`src/rtl/branch_predictor_bht.sv`:
```
// Dynamic branch predictor: 2-bit saturating BHT plus tagged BTB, bimodal or
// gshare indexed, with a combinational fetch-side lookup, an EX-side update
// port, a same-cycle mispredict flag and saturating statistics counters.
//
// Update port protocol: there is no valid/ready pair. i_upd_valid qualifies
// the i_upd_* bundle for exactly the cycle it is high. The predictor always
// accepts it, so at most one update lands per rising edge and nothing stalls.
module branch_predictor_bht #(
  parameter int ADDR_WIDTH = 32,
  parameter int INDEX_BITS = 6,
  parameter int GHR_BITS   = 0,
  parameter int TAG_BITS   = 8,
  parameter int CNT_WIDTH  = 32
) (
  input  logic                       clk,
  input  logic                       rst,
  // IF-stage lookup
  input  logic [ADDR_WIDTH-1:0]      i_lookup_pc,
  output logic                       o_pred_taken,
  output logic [ADDR_WIDTH-1:0]      o_pred_target,
  output logic                       o_btb_hit,
  output logic [INDEX_BITS-1:0]      o_pred_index,
  // EX-stage update
  input  logic                       i_upd_valid,
  input  logic [ADDR_WIDTH-1:0]      i_upd_pc,
  input  logic [INDEX_BITS-1:0]      i_upd_index,
  input  logic                       i_upd_taken,
  input  logic [ADDR_WIDTH-1:0]      i_upd_target,
  input  logic                       i_upd_pred_taken,
  input  logic [ADDR_WIDTH-1:0]      i_upd_pred_target,
  output logic                       o_mispredict,
  // status
  output logic [((GHR_BITS > 0) ? GHR_BITS : 1)-1:0] o_ghr,
  output logic [CNT_WIDTH-1:0]       o_branch_count,
  output logic [CNT_WIDTH-1:0]       o_mispredict_count
);

  localparam int DEPTH = 1 << INDEX_BITS;
  localparam int GW    = (GHR_BITS > 0) ? GHR_BITS : 1;

  // Counter encoding: 00 strong NT, 01 weak NT, 10 weak T, 11 strong T.
  localparam logic [1:0] CNT_STRONG_NT = 2'b00;
  localparam logic [1:0] CNT_WEAK_NT   = 2'b01;
  localparam logic [1:0] CNT_STRONG_T  = 2'b11;

  // Stored state
  logic [1:0]            bht_q        [DEPTH];
  logic                  btb_valid_q  [DEPTH];
  logic [TAG_BITS-1:0]   btb_tag_q    [DEPTH];
  logic [ADDR_WIDTH-1:0] btb_target_q [DEPTH];
  logic [GW-1:0]         ghr_q, ghr_d;
  logic [CNT_WIDTH-1:0]  branch_cnt_q, branch_cnt_d;
  logic [CNT_WIDTH-1:0]  misp_cnt_q, misp_cnt_d;

  // Lookup-side decode
  logic [INDEX_BITS-1:0] lk_btb_idx;
  logic [INDEX_BITS-1:0] lk_bht_idx;
  logic [INDEX_BITS-1:0] ghr_ext;
  logic [TAG_BITS-1:0]   lk_tag;
  logic                  lk_hit;

  // Update-side decode
  logic [INDEX_BITS-1:0] upd_btb_idx;
  logic [TAG_BITS-1:0]   upd_tag;
  logic [1:0]            bht_wr_d;

  // Only the index/tag fields of the PCs are consumed.
  logic unused_pc_bits;
  assign unused_pc_bits = ^{i_lookup_pc, i_upd_pc};

  // History folded into the index is zero-extended; bimodal builds use none.
  generate
    if (GHR_BITS > 0) begin : g_ghr_ext
      assign ghr_ext = INDEX_BITS'(ghr_q);
    end else begin : g_no_ghr_ext
      assign ghr_ext = '0;
    end
  endgenerate

  assign lk_btb_idx = i_lookup_pc[INDEX_BITS+1:2];
  assign lk_tag     = i_lookup_pc[INDEX_BITS+2 +: TAG_BITS];
  // While rst is high the history is treated as zero so the index is bimodal.
  assign lk_bht_idx = lk_btb_idx ^ (rst ? '0 : ghr_ext);

  // Lookup is a pure read of registered state: an update in the same cycle
  // is not bypassed, so fetch sees the pre-update entry.
  assign lk_hit        = !rst && btb_valid_q[lk_btb_idx] && (btb_tag_q[lk_btb_idx] == lk_tag);
  assign o_btb_hit     = lk_hit;
  assign o_pred_target = lk_hit ? btb_target_q[lk_btb_idx] : '0;
  assign o_pred_taken  = lk_hit && bht_q[lk_bht_idx][1];
  assign o_pred_index  = lk_bht_idx;

  assign o_ghr              = rst ? '0 : ghr_q;
  assign o_branch_count     = rst ? '0 : branch_cnt_q;
  assign o_mispredict_count = rst ? '0 : misp_cnt_q;

  // Flush request is purely a function of the update bundle, independent of rst.
  assign o_mispredict = i_upd_valid &&
                        ((i_upd_taken != i_upd_pred_taken) ||
                         (i_upd_taken && (i_upd_target != i_upd_pred_target)));

  assign upd_btb_idx = i_upd_pc[INDEX_BITS+1:2];
  assign upd_tag     = i_upd_pc[INDEX_BITS+2 +: TAG_BITS];

  // Next-state for the addressed BHT counter, history and statistics.
  always_comb begin
    bht_wr_d     = bht_q[i_upd_index];
    ghr_d        = ghr_q;
    branch_cnt_d = branch_cnt_q;
    misp_cnt_d   = misp_cnt_q;
    if (i_upd_valid) begin
      if (i_upd_taken && (bht_q[i_upd_index] != CNT_STRONG_T)) begin
        bht_wr_d = bht_q[i_upd_index] + 2'd1;
      end else if (!i_upd_taken && (bht_q[i_upd_index] != CNT_STRONG_NT)) begin
        bht_wr_d = bht_q[i_upd_index] - 2'd1;
      end
      if (GHR_BITS > 0) begin
        ghr_d = GW'({ghr_q, i_upd_taken});
      end
      if (branch_cnt_q != '1) begin
        branch_cnt_d = branch_cnt_q + CNT_WIDTH'(1);
      end
    end
    if (o_mispredict && (misp_cnt_q != '1)) begin
      misp_cnt_d = misp_cnt_q + CNT_WIDTH'(1);
    end
  end

  // State registers; reset wins over a same-cycle update.
  always_ff @(posedge clk) begin
    if (rst) begin
      for (int i = 0; i < DEPTH; i++) begin
        bht_q[i]        <= CNT_WEAK_NT;
        btb_valid_q[i]  <= 1'b0;
        btb_tag_q[i]    <= '0;
        btb_target_q[i] <= '0;
      end
      ghr_q        <= '0;
      branch_cnt_q <= '0;
      misp_cnt_q   <= '0;
    end else begin
      if (i_upd_valid) begin
        bht_q[i_upd_index] <= bht_wr_d;
        // Not-taken outcomes carry no useful target, so the BTB is left alone.
        if (i_upd_taken) begin
          btb_valid_q[upd_btb_idx]  <= 1'b1;
          btb_tag_q[upd_btb_idx]    <= upd_tag;
          btb_target_q[upd_btb_idx] <= i_upd_target;
        end
      end
      ghr_q        <= ghr_d;
      branch_cnt_q <= branch_cnt_d;
      misp_cnt_q   <= misp_cnt_d;
    end
  end

endmodule

```
`config.mk`:
```
export PLATFORM = sky130hd
export DESIGN_NAME = branch_predictor_bht
export DESIGN_NICKNAME = d
export VERILOG_FILES = /design/src/rtl/branch_predictor_bht.sv
export SDC_FILE = /design/constraint.sdc
export NUM_CORES = 2
export LEC_CHECK = 0
export BUFFER_PORTS_ARGS = -buffer_cell sky130_fd_sc_hd__buf_2
export CORE_ASPECT_RATIO = 1.1
export CORE_MARGIN = 2
export CORE_UTILIZATION = 65
export CTS_BUF_LIST = sky130_fd_sc_hd__clkbuf_8
export DETAILED_ROUTE_END_ITERATION = 8
export PLACE_DENSITY = 0.82
export SETUP_SLACK_MARGIN = 0.4
export SYNTH_ARGS = -nofsm -noshare
export SYNTH_HDL_FRONTEND = slang
export SYNTH_SLANG_ARGS = --single-unit
```
`constraint.sdc`:
```
create_clock -name clk -period 6.2 [get_ports clk]
set_input_delay 1.24 -clock clk [delete_from_list [all_inputs] [get_ports clk]]
set_output_delay 1.24 -clock clk [all_outputs]
set_load 0.005 [all_outputs]
```
* After elaboration in Yosys (flattened, before gate mapping)
Memories as Yosys holds them, arrays and structs flattened.
Cells that the tools add are included.
W data, S select, Z words.
** Storage, ports and cells
- Bits in registers :: 65
- RAM bits :: 2752
- Memories kept :: 4
** Memories
- btb_target_q :: depth 64, width 32, read ports 1, clocked after memory_dff 0, write ports 64, line 50 : logic [ADDR_WIDTH-1:0] btb_target_q [DEPTH];
- btb_tag_q :: depth 64, width 8, read ports 1, clocked after memory_dff 0, write ports 64, line 49 : logic [TAG_BITS-1:0] btb_tag_q [DEPTH];
- bht_q :: depth 64, width 2, read ports 2, clocked after memory_dff 0, write ports 64, line 47 : logic [1:0] bht_q [DEPTH];
- btb_valid_q :: depth 64, width 1, read ports 1, clocked after memory_dff 0, write ports 64, line 48 : logic btb_valid_q [DEPTH];
** Cells by class
- Reductions and logical operators :: 17
- Multiplexer cells :: 28
- Equal/unequal tests :: 6
- Add/sub/neg operators :: 4
** Operator list (count)
- $mux W32 :: 4
- $add A32 B1 Y32 const B :: 2
- $ne A32 B32 Y1 const B :: 2
- $ne A32 B32 Y1 :: 1
- $reduce_or A32 Y1 :: 1
- $mux W6 :: 4
- $mux W1 :: 15
- $eq A8 B8 Y1 :: 1
- $logic_and A1 B1 Y1 :: 8
- $mux W2 :: 4
- $mux W8 :: 1
- $reduce_or A8 Y1 :: 1
- $add A2 B1 Y2 const B :: 1
- $logic_not A1 Y1 :: 2
- $ne A2 B2 Y1 const B :: 1
- $reduce_and A2 Y1 :: 1
- $reduce_bool A2 Y1 :: 1
- $reduce_or A2 Y1 :: 1
- $sub A2 B1 Y2 const B :: 1
- $logic_or A1 B1 Y1 :: 1
- $ne A1 B1 Y1 :: 1
- $reduce_or A1 Y1 :: 1

* Depth between registers and ports, before layout
An unclocked memory read counts as a cell.
- Word-level depth :: 7
- Mapped depth :: 16
- Mapped depth without buffers :: 12

* Worst setup path before layout
OpenSTA, ideal clock, no wires.
- Path kind :: input port to flip-flop
- From :: in i_upd_pc[4]
- To :: mem btb_tag_q[44][0] (enable)
- Path slack :: 363 ps
- Setup time :: 493 ps
- Cell stages on the path :: 6
- Required time :: 5707 ps
- Arrival :: 5345 ps
- Path buffers :: 3
- Cell sequence :: clkbuf_1 > or3b_2 > clkbuf_1 > or2_2 > clkbuf_1 > o21ai_0
** RTL lines
- start, declared :: line 25 : input logic [ADDR_WIDTH-1:0] i_upd_pc,
- end, declared :: line 49

* Worst setup path in the final report
- From :: in i_lookup_pc[4]
- To :: out o_pred_target[4]
** Between the ends
- Longest elaborated chain between the ends :: 4
** RTL lines
- start, declared :: line 18 : input logic [ADDR_WIDTH-1:0] i_lookup_pc,
- $mem_v2 Z64 W8 / $mem_v2 Z64 W1 (equally long branches)
- $eq A8 B8 Y1 / $logic_and A1 B1 Y1 (equally long branches) :: line 87 : assign lk_hit = !rst && btb_valid_q[lk_btb_idx] && (btb_tag_q[lk_btb_idx] == lk_tag);
- $logic_and A1 B1 Y1 :: line 87
- $mux W32 (*) :: line 89 : assign o_pred_target = lk_hit ? btb_target_q[lk_btb_idx] : '0;
- end, declared :: line 20 : output logic [ADDR_WIDTH-1:0] o_pred_target,
Every way passes the cells marked *; elsewhere a longest branch is shown, timed or not.

==> results.toml <==
[route]
dr.pass1.iters = 6
avgRoutedWirePerCell_um = 33.6
ant_nets = 0
num_vias = 78200
viasPerCell = 6.81
drc = 0
drt_iter0_drc = 12400
drt_wl_total_mm = 385

[placed_design]
place_area_um2 = 135000
gp_congestion = 1.06
dp_hpwl_mm = 227
portBuffers = 208

[synthesis]
ys_ff_latch = 2817
netlist_instances = 8398
syn_avg_cell_area_um2 = 15.4
syn-num-nets = 8541
async_reset_ff_share_pct = 0
ys_warn_count = 0
ys_seq_area_share_pct = 64.5
synth_edf_count = 2688
ys_types = 63
syn_area_um2 = 129000
ys.flop_type = "edfxtp_1"

[setup_path]
cp-end-kind = "primary output"
ff2ff_setup_slack_ps = 2690
cp.depth = 13
worstSetupPathType = "in -> out"
critPathMaxStageDelay_ps = 460
arrival_ps = 4630
r2r-start = "bht_q[5][0]$_SDFFCE_PN1P_"
reg2reg_depth = 11
critPathLaunchType = "input pin"
crit_end = "o_pred_target[4]"
critPathRequiredTime_ps = 4960
crit_start = "i_lookup_pc[4]"
r2r_end = "bht_q[44][1]$_SDFFCE_PN0P_"
worstPathCellList = "buf_8 -> buf_12 -> buf_4 -> mux4_2 -> mux2i_1 -> a32oi_1 -> a32o_1 -> o211ai_1 -> xor2_1 -> nand2_2 -> buf_12 -> nor4b_1 -> buf_2"
critPathMostFrequentCell = "buf_12"
critPathMaxFanout = 45
critPathBufInv = 5
critPathTopFamily = "buffers and inverters"
slowest_stage = "buf_4"

[power]
powerDensity_nw_per_um2 = 280
p_seq_share_pct = 54.9
p_int_uw = 30000
power_frac_clock_pct = 35.7
leakage_uw = 0.0501
max-vdd-ir-drop_mv = 0.280
p_sw_uw = 9990
comb_power_share_pct = 9.4
sw_frac_of_total_pct = 25.0

[sta]
setup_tns_ps = 0
finClkSkew_ps = 40.8
period_share_pct = 94.6
grt_setup_unrepaired = "yes"
tightestPinTransition_ps = 1350
setup_viol = 0
hold_viol_final = 0
maxSlewHeadroom_pct = 9.88
clock.fmax_mhz = 170
drv_slew = 0
post-route-min-period_ps = 5870

[floorplanning]
die_y_um = 472
start_util_pct = 65.4
placementRows = 171
coreArea_um2 = 197000
die-area_um2 = 202000
die_w_um = 429
io_pins = 245

[clock_network]
hold_buffers = 0
clk_latency_ps = 1160
cts.clk_slew.worst_paths_ps = 70
root_buffer = "clkbuf_8"
cts_tree = "yes"
cts_buffer_depth = 4
htreeDepth = 5
cts_buffers = 440
clock_sinks = 2817
cts_setup_buffers = 0

[grt]
grt_max_degree = 117
grt.total_usage_pct = 38.4
grt-ovfl-total = 0
antenna_found_initial = 32
top_usage_layer = "met2"
grt_pass1_vias = 79100
grt_pass1_wl_mm = 547
grt_use_met2_pct = 58.9
met1_usage_pct = 47.5
grt_use_met3_pct = 11.6

[finish]
final_layout_size_suffix_gt1_share_pct = 23.6
syn2layout_area_growth_pct = 10.3
nNetsFinal = 8663
design_area_um2 = 143000

[outcome]
outcome = "finished, final reports clean"

[worst_hold_path]
holdPathStages = 1
hold_path_startpoint = "btb_valid_q[54]$_DFF_P_"
hold_path_class = "reg -> reg"

[job]
maxCapViolCount = 0
placed cells by master, fill, tap and decap left out, types with 53 or more instances in the layout:
master	synthesis	routed
dfxtp_1	129	129
mux2i_1	69	67
inv_1	15	149
nor2b_1	70	68
nor2_4	0	65
nand3_1	102	98
nor3_1	67	67
a21o_1	65	65
clkinv_2	0	55
mux4_2	804	804
nand2_1	145	142
clkinv_1	3	130
buf_12	0	53
buf_2	88	204
nor2_1	203	138
clkbuf_8	0	455
and2_1	2570	2570
edfxtp_1	2688	2688
o21ai_4	0	64
o21ai_0	139	75
buf_4	24	286
registers in the layout, indices dropped and copies added (netlist names):
register,flops
misp_cnt_q,32
btb_valid_q,64
ghr_d,1
btb_tag_q,512
branch_cnt_q,32
btb_target_q,2048
bht_q,128
worst register-to-register path, stage by stage (launching register included):
cell and delay [ps]:
edfxtp_1 380, mux4_2 500, mux2i_1 210, o22ai_1 160, a21oi_1 180, nand4b_1 360, ha_1 360, nor4b_1 320
a31oi_1 70, o211ai_1 190, buf_12 340, nor4_1 150
cells in the mapped netlist (20+ instances only):
| master | instances | area share, % |
|---|---|---|
| a221oi_1 | 29 | 0.20 |
| edfxtp_1 | 2688 | 62 |
| buf_1 | 51 | 0.15 |
| mux4_2 | 804 | 14 |
| nor2_1 | 203 | 0.59 |
| clkbuf_1 | 700 | 2.0 |
| buf_2 | 88 | 0.34 |
| mux2_2 | 23 | 0.20 |
| mux2i_1 | 69 | 0.53 |
| nor2b_1 | 70 | 0.34 |
| nand4_1 | 20 | 0.097 |
| nand3_1 | 102 | 0.40 |
| o22ai_1 | 27 | 0.13 |
| xor2_1 | 47 | 0.32 |
| nand2_1 | 145 | 0.42 |
| xnor2_1 | 22 | 0.15 |
| and2_1 | 2570 | 12 |
| a21oi_1 | 28 | 0.11 |
| nor3_1 | 67 | 0.26 |
| a21o_1 | 65 | 0.38 |
| buf_4 | 24 | 0.14 |
| dfxtp_1 | 129 | 2.0 |
| a22o_1 | 28 | 0.19 |
| nor4_1 | 40 | 0.19 |
| o21ai_0 | 139 | 0.54 |
how the worst min path moves through the flow:
stage                                   end  slack [ps]
2_1_floorplan       btb_valid_q[47]$_DFF_P_         420
3_3_place_gp        btb_valid_q[35]$_DFF_P_         430
3_5_place_dp        btb_valid_q[39]$_DFF_P_         440
4_1_cts        branch_cnt_q[3]$_SDFFE_PP0P_         440
5_1_grt             btb_valid_q[39]$_DFF_P_         460
6_report            btb_valid_q[54]$_DFF_P_         450
cell type report:
class	count	area [µm²]
diodes	28	70.1
clock buffers	455	6260
clock inverters	331	1480
fillers	11800	54900
inverters	19	87.6
multi-input cells	4682	43600
flip-flops and latches	2817	83300
well taps	2595	3250
repair buffers	560	4510
layer usage:
metal	part of all wire, %	routed length [µm]
met5	0.017	64
met1	31	121000
met2	46	177000
met3	14	55800
met4	8.0	31000
power groups by stage:
stage               Sequential, µW  Combinational, µW  Clock (µW)
finish                       21900               3760       14300
CTS                          21900               3610       14200
global route                 22000               3780       15000
global placement             22200               3530           0
detailed placement           22300               3590           0
floorplan                    22300               2010           0
cells by family after synthesis:
| group | Yosys count | share of synthesized area [%] |
|---|---|---|
| simple gates | 3328 | 15.4 |
| mux | 902 | 14.9 |
| fa+ha+maj | 4 | 0.0387 |
| compound gates | 379 | 1.92 |
| xor+xnor | 69 | 0.468 |
| buf+inv | 899 | 2.86 |
| flops | 2817 | 64.5 |
metrics by stage:
step           setup WS, ps  total power (µW)  hold WS [ps]  util [%]  cells
2_1_floorplan           363             24300           425         -   8398
3_3_place_gp           29.8             25800           430      68.1  10700
6_report                332             40000           454      72.2  11500
3_5_place_dp          -24.8             25900           437      68.1  10700
5_1_grt                 371             40800           461      72.2  11500
4_1_cts                 417             39800           441      72.1  11500
timing repair:
| item | 4_1_cts | 5_1_grt |
|---|---|---|
| pin swaps | 1 | 1 |
| gates cloned | 0 | 0 |
| endpoints found under the setup margin | 34 | 33 |
| hold endpoints to repair | 0 | 0 |
| resized for setup | 22 | 18 |
Note: power is estimated with default switching activity, not from simulation.
